--- config.mk ---
export PLATFORM = sky130hd
export DESIGN_NAME = dfifo_elastic
export DESIGN_NICKNAME = d
export VERILOG_FILES = /design/src/rtl/dfifo_elastic.sv
export SDC_FILE = /design/constraint.sdc
export NUM_CORES = 1
export LEC_CHECK = 0
export ABC_AREA = 1
export BUFFER_PORTS_ARGS = -buffer_cell sky130_fd_sc_hd__buf_4
export CAP_MARGIN = 20
export CORE_ASPECT_RATIO = 1.4
export CORE_MARGIN = 4
export CORE_UTILIZATION = 45
export DETAILED_ROUTE_END_ITERATION = 8
export RECOVER_POWER = 100
export SYNTH_ARGS = -nofsm -noshare
export SYNTH_HDL_FRONTEND = slang
export SYNTH_SLANG_ARGS = --single-unit
--- constraint.sdc ---
create_clock -name clock -period 8.42 [get_ports clock]
set_input_delay 1.684 -clock clock [delete_from_list [all_inputs] [get_ports clock]]
set_output_delay 1.684 -clock clock [all_outputs]
set_load 0.03 [all_outputs]
--- src/rtl/dfifo_elastic.sv ---
// dfifo_elastic: parametrised valid/ready dataflow FIFO for CGRA channels.
// Memory stage (_p0) feeds either a combinational head (fwft=1) or a
// registered output stage (_p1, fwft=0). Occupancy count and almost
// flags are registered. Defining DFIFO_STATS_EN adds the maxCount and
// pushStall statistics ports.
module dfifo_elastic #(
    parameter int dataWidth      = 32,
    parameter int fifoDepth      = 32,
    parameter int fwft           = 1,
    parameter int almostFullThr  = fifoDepth - 2,
    parameter int almostEmptyThr = 2,
    localparam int cntWidth = $clog2(fifoDepth + 2),
    localparam int ptrWidth = ($clog2(fifoDepth) > 1) ? $clog2(fifoDepth) : 1
) (
    input  logic                 clock,
    input  logic                 reset,
    input  logic                 flush,
    input  logic [dataWidth-1:0] din,
    input  logic                 dinValid,
    output logic                 dinReady,
    output logic [dataWidth-1:0] dout,
    output logic                 doutValid,
    input  logic                 doutReady,
    output logic [cntWidth-1:0]  count,
    output logic                 almostFull,
    output logic                 almostEmpty
`ifdef DFIFO_STATS_EN
    ,
    output logic [cntWidth-1:0]  maxCount,
    output logic [15:0]          pushStall
`endif
);

    localparam logic [cntWidth-1:0] DEPTH_C  = cntWidth'(fifoDepth);
    localparam logic [cntWidth-1:0] AF_C     = cntWidth'(almostFullThr);
    localparam logic [cntWidth-1:0] AE_C     = cntWidth'(almostEmptyThr);
    localparam logic [ptrWidth-1:0] LAST_PTR = ptrWidth'(fifoDepth - 1);

    logic [dataWidth-1:0] mem_p0 [fifoDepth];
    logic [ptrWidth-1:0]  wr_ptr;
    logic [ptrWidth-1:0]  rd_ptr;
    logic [cntWidth-1:0]  mem_count;
    logic [cntWidth-1:0]  mem_count_nxt;
    logic [cntWidth-1:0]  count_nxt;
    logic                 push;
    logic                 mem_pop;
    logic                 out_vld_nxt;

    // Explicit wrap so non-power-of-2 depths never index past the last entry.
    function automatic logic [ptrWidth-1:0] ptr_inc(input logic [ptrWidth-1:0] p);
        return (p == LAST_PTR) ? '0 : p + 1'b1;
    endfunction

    // Ready depends only on registered memory occupancy, never on doutReady.
    assign dinReady      = (mem_count != DEPTH_C);
    assign push          = dinValid && dinReady;
    assign mem_count_nxt = mem_count + cntWidth'(push) - cntWidth'(mem_pop);
    assign count_nxt     = mem_count_nxt + cntWidth'(out_vld_nxt);

    // Memory write port; contents are deliberately not reset.
    always_ff @(posedge clock) begin
        if (push && !reset && !flush) begin
            mem_p0[wr_ptr] <= din;
        end
    end

    // Pointers, occupancy and flags; reset wins over flush, flush wins over traffic.
    always_ff @(posedge clock) begin
        if (reset || flush) begin
            wr_ptr      <= '0;
            rd_ptr      <= '0;
            mem_count   <= '0;
            count       <= '0;
            almostFull  <= 1'b0;
            almostEmpty <= 1'b1;
        end else begin
            if (push) begin
                wr_ptr <= ptr_inc(wr_ptr);
            end
            if (mem_pop) begin
                rd_ptr <= ptr_inc(rd_ptr);
            end
            mem_count   <= mem_count_nxt;
            count       <= count_nxt;
            almostFull  <= (count_nxt >= AF_C);
            almostEmpty <= (count_nxt <= AE_C);
        end
    end

    // ---- stage p0 -> output: head of memory or registered output stage ----
    if (fwft != 0) begin : g_fwft
        assign dout        = mem_p0[rd_ptr];
        assign doutValid   = (mem_count != '0);
        assign mem_pop     = doutValid && doutReady;
        assign out_vld_nxt = 1'b0;
    end else begin : g_oreg
        logic [dataWidth-1:0] data_p1;
        logic                 vld_p1;
        logic                 load;
        logic                 pop;

        assign load        = (mem_count != '0) && (!vld_p1 || doutReady);
        assign pop         = vld_p1 && doutReady;
        assign mem_pop     = load;
        assign out_vld_nxt = load || (vld_p1 && !pop);
        assign dout        = data_p1;
        assign doutValid   = vld_p1;

        // Output register: refills from memory when empty or being drained; data survives flush.
        always_ff @(posedge clock) begin
            if (reset) begin
                data_p1 <= '0;
                vld_p1  <= 1'b0;
            end else if (flush) begin
                vld_p1 <= 1'b0;
            end else begin
                vld_p1 <= out_vld_nxt;
                if (load) begin
                    data_p1 <= mem_p0[rd_ptr];
                end
            end
        end
    end

`ifdef DFIFO_STATS_EN
    // Peak occupancy and saturating producer-stall counter, cleared by reset or flush.
    always_ff @(posedge clock) begin
        if (reset || flush) begin
            maxCount  <= '0;
            pushStall <= '0;
        end else begin
            if (count_nxt > maxCount) begin
                maxCount <= count_nxt;
            end
            if (dinValid && !dinReady && (pushStall != 16'hFFFF)) begin
                pushStall <= pushStall + 16'd1;
            end
        end
    end
`endif

endmodule

==> out/metrics.cfg <==
[run_status]
outcome=finished, violations left
violations=max-capacitance violations, max-slew violations

[worst_setup_path]
worstPathMaxFanout=172
worstSetupPathType=reg2out
r2r_setup_slack_ns=2.99
reg2reg_depth=8
cp-end-kind=output port
start_kind=flop
worstPathArrival_ns=5.21
regToRegStartpoint=mem_count[2]
cp.required_ns=6.74
r2r_end=mem_p0[7][12]

[sta]
finalClockSkew_ns=0.0290
worst_pin_slew_ns=3.57
timing.final.crit_period_ns=6.89
finalHoldViolations=0
rsz0062_at_grt=no
finalSetupViolations=0
slew_headroom_pct=-138
worst_slack_ns=1.53
drv_slew=1348
fmax_ghz=0.145
fin_tns_setup_ns=0
period_share_pct=81.9

[job]
maxCapViolations=55

[clock_network]
cts_tree=yes
post_cts_resize_count=0
cts-root-buf=clkbuf_16
cts.htree.levels=3
clk_latency_ns=0.69
cts_hold_buf=0
cts_setup_buffers=0
cts_buffers=94
cts.clk_slew.worst_paths_ns=0.07
cts.path.max_buffers=3
cts.sinks=1047

[logic_synthesis]
yosysWarnings=0
synth_common_cells=nand2_1 (1,477), edfxtp_1 (1,024), nand3_1 (784), buf_2 (86), buf_6 (70)
post-synth-top-count-cell=nand2_1
syn_area_per_cell_um2=11.7
synthesis.nets=3709
ys_types=26
synthCells=3655
ys_seq_elements=1047
async_flop_share_pct=0
ys.flop_type=edfxtp_1
ys_seq_area_share_pct=72.7
synth_area_leaders=edfxtp_1 (72%), nand2_1 (13%), nand3_1 (9.1%)
netlist_area_um2=42900
synth_edf_count=1024
netlist.area_leader.share_pct=71.6
synth_top_area_cell=edfxtp_1

[finish]
drive_gt1_share_pct=4.94
fin_nets=3715
syn_to_final_growth_pct=8.66
stdcell_area_um2=46700
final_util_pct=49.4

[grt]
use_met2_pct=39.3
met3_usage_pct=3.41
grt_pass1_vias=26400
grt_pass1_wl_mm=173
grt_max_degree=263
use_met1_pct=31.0
antenna_found_initial=8
track_usage_pct=23.3
busiest_layer=met2
grt.overflow.total=0

[detailed_routing]
drt_first_pass_iters=5
routedWlPerCell_um=23.9
drc=0
drt-initial-drc-count=2651
wl_mm=119
num_vias=27600
ant_nets=0
vias_per_cell=5.57

[floorplanning]
die_w_um=269
die-area_um2=100000
rows=133
initial_core_util_pct=45.5
core_region_area_um2=94400
fp.dieH_um=373
io_pins=79

[placed_design]
dp_hpwl_mm=58.0
place.gp.congestion=0.781
portBuffers=78
pre_cts_ws_ns=3.48
placed_area_um2=44200

[worst_hold_path]
hp-start=rd_ptr[4]
whs_path_depth=2
hold_path_class=reg2reg

[power]
power.density_nw_per_um2=262
power.leakage_uw=0.0166
vdd_drop_max_mv=0.201

## worst max path at each step
stage	startpoint	slack [ns]	end
floorplan	reset	4.22	mem_p0[0][0]
global placement	flop	3.43	dout[15]
detailed placement	flop	3.48	dout[25]
CTS	flop	2.73	dout[25]
global route	flop	1.28	dout[19]
finish	flop	1.53	dout[16]
## flip-flops by register name, indices dropped and copies added (netlist names), named ones only
name	flops
mem_p0	1024
mem_count	6
rd_ptr	5
wr_ptr	5
almostEmpty	1
almostFull	1
## placed cells by master, fill, tap and decap left out, types with 2 or more instances in the layout
cell type   synthesis  routed
nand3_1           784     784
a21oi_1             6       6
clkbuf_1           19     113
inv_1              29      27
clkinv_2            0      22
edfxtp_1         1024    1024
buf_4              20      27
nor2_4              0       4
clkbuf_4            0       3
clkbuf_16           0     100
ha_1               16      16
clkbuf_8            0       3
diode_2             0       4
nand2_1          1477    1477
buf_12              0       2
dfxtp_4             0       3
clkinvlp_4          0       4
nor2_1             52      49
nor3b_1             3       3
dfxtp_1            23      19
clkinv_1            0      21
nor3_1              3       3
o21ai_0             7       7
bufinv_16           0       6
nand4_1             4       4
inv_6               0       3
## critical path: stages (launching register included)
cell and delay [ns]:
dfxtp_4 0.74, buf_4 0.61, clkbuf_4 2.00, nand3_1 0.19, nand3_1 0.19, nand2_1 0.06
nand2_1 0.06, nand2_1 0.06, nand2_1 0.05, nand2_1 0.17, clkbuf_1 0.26
## logic make-up after synthesis
logic type / after synthesis / synth area share, %
AOI/OAI and AO/OA: 14 / 0.169
xor gates and xnor gates: 1 / 0.0204
adders and majority gates: 17 / 0.513
buffers and inverters: 250 / 3.91
DFF: 1047 / 72.7
and+or+nand+nor: 2326 / 22.7
## area by class of cell
| cell class | count | area [µm²] |
|---|---|---|
| fill | 8185 | 47700 |
| timing repair buffer | 128 | 627 |
| sequential | 1047 | 31200 |
| inverter | 32 | 150 |
| multi-input combinational | 2358 | 10100 |
| antenna | 4 | 10.0 |
| tap | 1215 | 1520 |
| clock inverter | 56 | 437 |
| clock buffer | 121 | 2610 |
## power by group
| part | total [µW] | internal (µW) | switching [µW] |
|---|---|---|---|
| Sequential | 5790 | 5750 | 36.8 |
| Combinational | 2160 | 574 | 1580 |
| Clock | 4280 | 2380 | 1900 |
| Total | 12200 | 8700 | 3520 |
## metrics by stage
step                      instances  hold WS, ns  power, µW
after floorplan                3655        0.475       7520
after global placement         4780        0.486       8100
after detailed placement       4780        0.496       8110
after CTS                      4957        0.507      12300
after global routing           4959        0.532      12700
final                          4961        0.507      12200
## routing by layer
layer  vias up  wire, µm
met3       202      7770
met4         0      3570
li1      12700         -
met5         -         0
met2       968     59600
met1     13700     47700
No activity file was read; power rests on OpenSTA's default activity.
